**config.mk**
```make
export PLATFORM = sky130hd
export DESIGN_NAME = exc_arbiter_flat
export DESIGN_NICKNAME = d
export VERILOG_FILES = /design/src/rtl/exc_arbiter_pkg.sv /design/src/rtl/exc_arbiter_if.sv /design/src/rtl/exc_arbiter_irq_sync.sv /design/src/rtl/exc_arbiter.sv /design/src/flat_wrapper.sv
export SDC_FILE = /design/constraint.sdc
export NUM_CORES = 1
export LEC_CHECK = 0
export CAP_MARGIN = 20
export CELL_PAD_IN_SITES_DETAIL_PLACEMENT = 1
export CELL_PAD_IN_SITES_GLOBAL_PLACEMENT = 1
export CORE_MARGIN = 5
export CORE_UTILIZATION = 26
export DETAILED_ROUTE_END_ITERATION = 12
export PLACE_DENSITY = 0.94
export SLEW_MARGIN = 30
export SYNTH_ARGS = -nofsm -noshare
export SYNTH_HDL_FRONTEND = slang
export SYNTH_HIERARCHICAL = 1
export SYNTH_SLANG_ARGS = --single-unit
```
**constraint.sdc**
```tcl
create_clock -name clk -period 3 [get_ports clk]
set_input_delay 0.75 -clock clk [delete_from_list [all_inputs] [get_ports clk]]
set_output_delay 0.75 -clock clk [all_outputs]
set_load 0.01 [all_outputs]
```
**src/rtl/exc_arbiter_pkg.sv**
```systemverilog
// exc_arbiter_pkg: shared FSM state type and exception constants
package exc_arbiter_pkg;
  typedef enum logic [1:0] {IDLE, ENTER, SETTLE, RETURN} state_e;
  localparam logic [4:0] EXC_INT = 5'd0;
  localparam logic [31:0] HANDLER_PC_DEF = 32'h0000_0180;
endpackage

```
**src/rtl/exc_arbiter_if.sv**
```systemverilog
// exc_arbiter_if: pipeline/CP0 side signals of the exception arbiter
interface exc_arbiter_if;
  logic [4:0] hw_irq;
  logic [7:0] sr_im;
  logic sr_ie;
  logic [31:0] epc;
  logic exc_valid;
  logic [4:0] exc_code_in;
  logic [31:0] exc_pc;
  logic [31:0] cur_pc;
  logic eret;
  logic exc_enter;
  logic [4:0] exc_code;
  logic [4:0] hw_int;
  logic [31:0] epc_din;
  logic flush;
  logic [31:0] redirect_pc;
  logic busy;
  modport master (
    output hw_irq, sr_im, sr_ie, epc, exc_valid, exc_code_in, exc_pc, cur_pc, eret,
    input exc_enter, exc_code, hw_int, epc_din, flush, redirect_pc, busy
  );
  modport slave (
    input hw_irq, sr_im, sr_ie, epc, exc_valid, exc_code_in, exc_pc, cur_pc, eret,
    output exc_enter, exc_code, hw_int, epc_din, flush, redirect_pc, busy
  );
endinterface

```
**src/rtl/exc_arbiter_irq_sync.sv**
```systemverilog
// irq_sync: multi-flop synchronizer for asynchronous level inputs
module irq_sync #(
  parameter int W = 5,
  parameter int D = 2
) (
  input  logic         clk,
  input  logic         rst,
  input  logic [W-1:0] d_i,
  output logic [W-1:0] q_o
);
  logic [D-1:0][W-1:0] sync_q;
  always_ff @(posedge clk or posedge rst)
    if (rst) sync_q <= '0;
    else     sync_q <= {sync_q[D-2:0], d_i};
  assign q_o = sync_q[D-1];
endmodule

```
**src/rtl/exc_arbiter.sv**
```systemverilog
// exc_arbiter: arbitrates exceptions, interrupts and eret into CP0 entry and pipeline redirect
module exc_arbiter
  import exc_arbiter_pkg::*;
#(
  parameter logic [31:0] HANDLER_PC  = HANDLER_PC_DEF,
  parameter int          SYNC_STAGES = 2
) (
  input logic         clk,
  input logic         reset,
  exc_arbiter_if.slave bus
);
  state_e state_q, state_d;
  logic [4:0] code_q, code_d;
  logic [31:0] epc_q, epc_d;
  logic [4:0] hw_int;
  logic irq_eligible;
  logic unused_sr_im;
  irq_sync #(.W(5), .D(SYNC_STAGES)) u_sync (
    .clk (clk),
    .rst (reset),
    .d_i (bus.hw_irq),
    .q_o (hw_int)
  );
  assign unused_sr_im = ^{bus.sr_im[7], bus.sr_im[1:0]};
  assign irq_eligible = bus.sr_ie & |(hw_int & bus.sr_im[6:2]);
  // Requests are only looked at in IDLE; lower-priority ones are dropped
  always_comb begin
    state_d = state_q;
    code_d  = code_q;
    epc_d   = epc_q;
    case (state_q)
      IDLE:
        if (bus.exc_valid) begin
          state_d = ENTER;
          code_d  = bus.exc_code_in;
          epc_d   = bus.exc_pc;
        end else if (irq_eligible) begin
          state_d = ENTER;
          code_d  = EXC_INT;
          epc_d   = bus.cur_pc;
        end else if (bus.eret) begin
          state_d = RETURN;
        end
      ENTER:   state_d = SETTLE;
      default: state_d = IDLE;
    endcase
  end
  always_ff @(posedge clk or posedge reset)
    if (reset) begin
      state_q <= IDLE;
      code_q  <= '0;
      epc_q   <= '0;
    end else begin
      state_q <= state_d;
      code_q  <= code_d;
      epc_q   <= epc_d;
    end
  assign bus.hw_int      = hw_int;
  assign bus.exc_enter   = state_q == ENTER;
  assign bus.flush       = state_q == ENTER || state_q == RETURN;
  assign bus.redirect_pc = state_q == ENTER ? HANDLER_PC : state_q == RETURN ? bus.epc : '0;
  assign bus.exc_code    = code_q;
  assign bus.epc_din     = epc_q;
  assign bus.busy        = state_q != IDLE;
endmodule
```
**src/flat_wrapper.sv**
```systemverilog
// flat-port wrapper written by rule: the top's interface ports become plain ports
module exc_arbiter_flat import exc_arbiter_pkg::*;
#(
  parameter logic [31:0] HANDLER_PC  = HANDLER_PC_DEF,
  parameter int          SYNC_STAGES = 2
)
  (clk, reset, bus_hw_irq, bus_sr_im, bus_sr_ie, bus_epc, bus_exc_valid, bus_exc_code_in, bus_exc_pc, bus_cur_pc, bus_eret, bus_exc_enter, bus_exc_code, bus_hw_int, bus_epc_din, bus_flush, bus_redirect_pc, bus_busy);
  exc_arbiter_if bus_i ();
  input logic clk;
  input logic reset;
  input wire logic [$bits(bus_i.hw_irq)-1:0] bus_hw_irq;
  input wire logic [$bits(bus_i.sr_im)-1:0] bus_sr_im;
  input wire logic [$bits(bus_i.sr_ie)-1:0] bus_sr_ie;
  input wire logic [$bits(bus_i.epc)-1:0] bus_epc;
  input wire logic [$bits(bus_i.exc_valid)-1:0] bus_exc_valid;
  input wire logic [$bits(bus_i.exc_code_in)-1:0] bus_exc_code_in;
  input wire logic [$bits(bus_i.exc_pc)-1:0] bus_exc_pc;
  input wire logic [$bits(bus_i.cur_pc)-1:0] bus_cur_pc;
  input wire logic [$bits(bus_i.eret)-1:0] bus_eret;
  output wire logic [$bits(bus_i.exc_enter)-1:0] bus_exc_enter;
  output wire logic [$bits(bus_i.exc_code)-1:0] bus_exc_code;
  output wire logic [$bits(bus_i.hw_int)-1:0] bus_hw_int;
  output wire logic [$bits(bus_i.epc_din)-1:0] bus_epc_din;
  output wire logic [$bits(bus_i.flush)-1:0] bus_flush;
  output wire logic [$bits(bus_i.redirect_pc)-1:0] bus_redirect_pc;
  output wire logic [$bits(bus_i.busy)-1:0] bus_busy;
  assign bus_i.hw_irq = bus_hw_irq;
  assign bus_i.sr_im = bus_sr_im;
  assign bus_i.sr_ie = bus_sr_ie;
  assign bus_i.epc = bus_epc;
  assign bus_i.exc_valid = bus_exc_valid;
  assign bus_i.exc_code_in = bus_exc_code_in;
  assign bus_i.exc_pc = bus_exc_pc;
  assign bus_i.cur_pc = bus_cur_pc;
  assign bus_i.eret = bus_eret;
  assign bus_exc_enter = bus_i.exc_enter;
  assign bus_exc_code = bus_i.exc_code;
  assign bus_hw_int = bus_i.hw_int;
  assign bus_epc_din = bus_i.epc_din;
  assign bus_flush = bus_i.flush;
  assign bus_redirect_pc = bus_i.redirect_pc;
  assign bus_busy = bus_i.busy;
  exc_arbiter #(.HANDLER_PC(HANDLER_PC), .SYNC_STAGES(SYNC_STAGES)) u_core (.clk(clk), .reset(reset), .bus(bus_i));
endmodule
```
==> flow_summary.toml <==
[status]
status = "complete, no violations"

[worst_setup_path]
rr_endpoint = "u_core/bus.epc_din[31]"
crit_type = "in -> out"
rr_worst_depth = 4
critical_path.startpoint = "bus_epc[8]"
cp-end-kind = "output pin"
crit_fanout = 1
arrival_ps = 1970
reg2reg_from = "u_core/state_q[0]"
startpoint_type = "input pin"
ff2ff_setup_slack_ps = 1070
crit_required_ps = 2250
cp-endpoint = "bus_redirect_pc[8]"

[sta]
rsz0062_at_grt = "no"
setup_ws_ps = 275
period_needed_ps = 2720
hold_violations = 0
finalSetupTns_ps = 0
slew_headroom = 0.657
skew_ps = 16.5
worst_slew_pin_slew_ps = 514
setup_viol = 0
clock.fmax_mhz = 367
min_period_over_period = 0.908
final-max-slew-violation-count = 0

[synth]
syn_avg_cell_area_sq_um = 13.4
syn_nets = 309
ys_seq_elements = 49
synth.distinct_cells = 22
syn_inst = 190
yosysWarningCount = 6
syn_area_sq_um = 2550
ys_seq_area_frac = 0.480

[route]
drt_iter0_markers = 53
wl_per_cell_um = 17.8
totalWireLength_um = 9050
wl_met3_um = 1050
num_vias = 2273
first_pass_iters = 4
met2_length_um = 4760
drc_errors = 0
ant_nets = 0
drt-vias-per-instance = 4.47
drt-met1-wl_um = 3200
top_layer = "met4"

[global_route]
overflow = 0
grt_max_degree = 40
track_usage = 0.143
antenna_found_initial = 0
grt_first_pass_wirelength_um = 13400
grt_pass1_vias = 2579

[final_layout]
diodes = 0
drive_gt1_frac = 0.218
fill_cells = 1033
regArea_sq_um = 1230
syn2layout_area_growth_pct = 83.1
finalNetCount = 494
multiInputGateArea_sq_um = 1190

[floorplan]
die_w_um = 109
start_util = 0.264
dieArea_sq_um = 11900
core-area_sq_um = 9680
die_y_um = 109
rows = 36
ios = 196

[cts]
htreeDepth = 2
ctsHoldBuffers = 0
cts_root_buffer = "clkbuf_8"
post_cts_buffers = 0
cts_tree = "built"
cts-resized-gates = 0
clk_pin_slew_ps = 80
clk_latency_ps = 300
cts-buffers-inserted = 5
max-clock-path-buffers = 2
clock-sinks = 49

[pwr]
p_per_area_nw_per_um2 = 767
finalPower_mw = 3.59
cellLeakagePower_nw = 2.01
peakVddDrop_v = 0.000335

[min_path]
hold_path.class = "reg -> reg"

[placement]
portBuffers = 192
dp_slack_ps = 272
hpwl_um = 7320
place.gp.congestion = 0.709

[run]
max_cap_violations = 0
layout make-up:
cell class | instances | share of cell area
timing repair buffer | 198 | 0.422
sequential | 49 | 0.262
multi-input combinational | 116 | 0.255
tap | 133 | 0.0356
clock buffer | 6 | 0.0177
inverter | 5 | 0.00402
clock inverter | 2 | 0.00295
state kept, by name, summed over array words and instances (netlist names):
| signal | count |
|---|---|
| u_core/bus.epc_din | 32 |
| u_core/bus.exc_code | 5 |
| u_core/u_sync/q_o | 5 |
| u_core/u_sync/sync_q | 5 |
| u_core/state_q | 2 |
Yosys cell counts:
cell / number / share of area
mux2_4: 30 / 0.18
a21bo_2: 1 / 0.0039
nor2_1: 3 / 0.0044
a211o_2: 1 / 0.0039
buf_1: 1 / 0.0015
a221oi_1: 1 / 0.0034
clkbuf_1: 11 / 0.016
a21oi_1: 3 / 0.0059
a222oi_1: 1 / 0.0039
or2_0: 1 / 0.0025
mux2_2: 34 / 0.15
dfrtp_1: 49 / 0.48
a22o_1: 5 / 0.017
nand4_1: 1 / 0.0025
and3_1: 30 / 0.074
a21boi_0: 2 / 0.0059
a211oi_4: 1 / 0.0078
buf_6: 3 / 0.013
inv_1: 5 / 0.0074
nor2b_1: 1 / 0.0025
a22oi_1: 1 / 0.0029
buf_4: 5 / 0.015
routing by layer:
metal	GRT usage	up-vias
li1	-	1045
met1	0.145	1101
met2	0.279	123
met3	0.0562	4
met4	0.0225	0
met5	0	-
cells by family (layout without fill, tap and decap cells):
kind of cell / after synthesis / in the layout / synth area share
AND/OR/NAND/NOR: 36 / 36 / 0.0853
multiplexers: 64 / 64 / 0.326
buffers and inverters: 25 / 211 / 0.0529
AO/OA/AOI/OAI: 16 / 16 / 0.0549
flip-flops: 49 / 49 / 0.480
report_power, final:
part           total [mW]  switching (mW)  internal [mW]
Sequential           1.11           0.174          0.935
Combinational        2.06           0.775           1.29
Clock               0.413           0.226          0.188
worst min path at each step:
stage | from | end | slack (ps) | cells after the start
final | u_core/u_sync/sync_q[2] | u_core/u_sync/q_o[2] | 360 | 0
after global routing | u_core/u_sync/sync_q[2] | u_core/u_sync/q_o[2] | 370 | 0
after CTS | u_core/u_sync/sync_q[2] | u_core/u_sync/q_o[2] | 370 | 0
after detailed placement | u_core/u_sync/sync_q[0] | u_core/u_sync/q_o[0] | 340 | 0
after global placement | u_core/u_sync/sync_q[0] | u_core/u_sync/q_o[0] | 330 | 0
after floorplan | u_core/u_sync/sync_q[0] | u_core/u_sync/q_o[0] | 330 | 0
layout by cell type, fill, tap and decap left out:
cell type and count:
inv_1 4, a222oi_1 1, a211oi_4 1, clkinv_4 1, clkdlybuf4s50_1 191, nand4_1 1
dfrtp_1 49, nor2b_1 1, buf_2 1, nor2_1 3, mux2_4 30, buf_4 5
a21boi_0 2, or2_0 1, a22o_1 5, mux2_2 34, a21bo_2 1, a221oi_1 1
buf_12 1, clkbuf_8 6, a22oi_1 1, a21oi_1 3, a211o_2 1, clkinv_1 1
and3_1 30, clkinv_2 1
through the flow:
stage / cells / utilization / cell area, sq um / hold WS [ps]
finish: 509 / 0.483 / 4670 / 358
global route: 509 / 0.483 / 4670 / 373
CTS: 509 / 0.483 / 4670 / 365
detailed placement: 501 / 0.473 / 4580 / 337
global placement: 501 / 0.473 / 4580 / 332
floorplan: 190 / - / 2550 / 331
worst max-delay path: stages:
cell and delay [ps]:
clkdlybuf4s50_1 460, inv_1 40, a21boi_0 160, clkdlybuf4s50_1 570
Note: power is estimated with default switching activity, not from simulation.
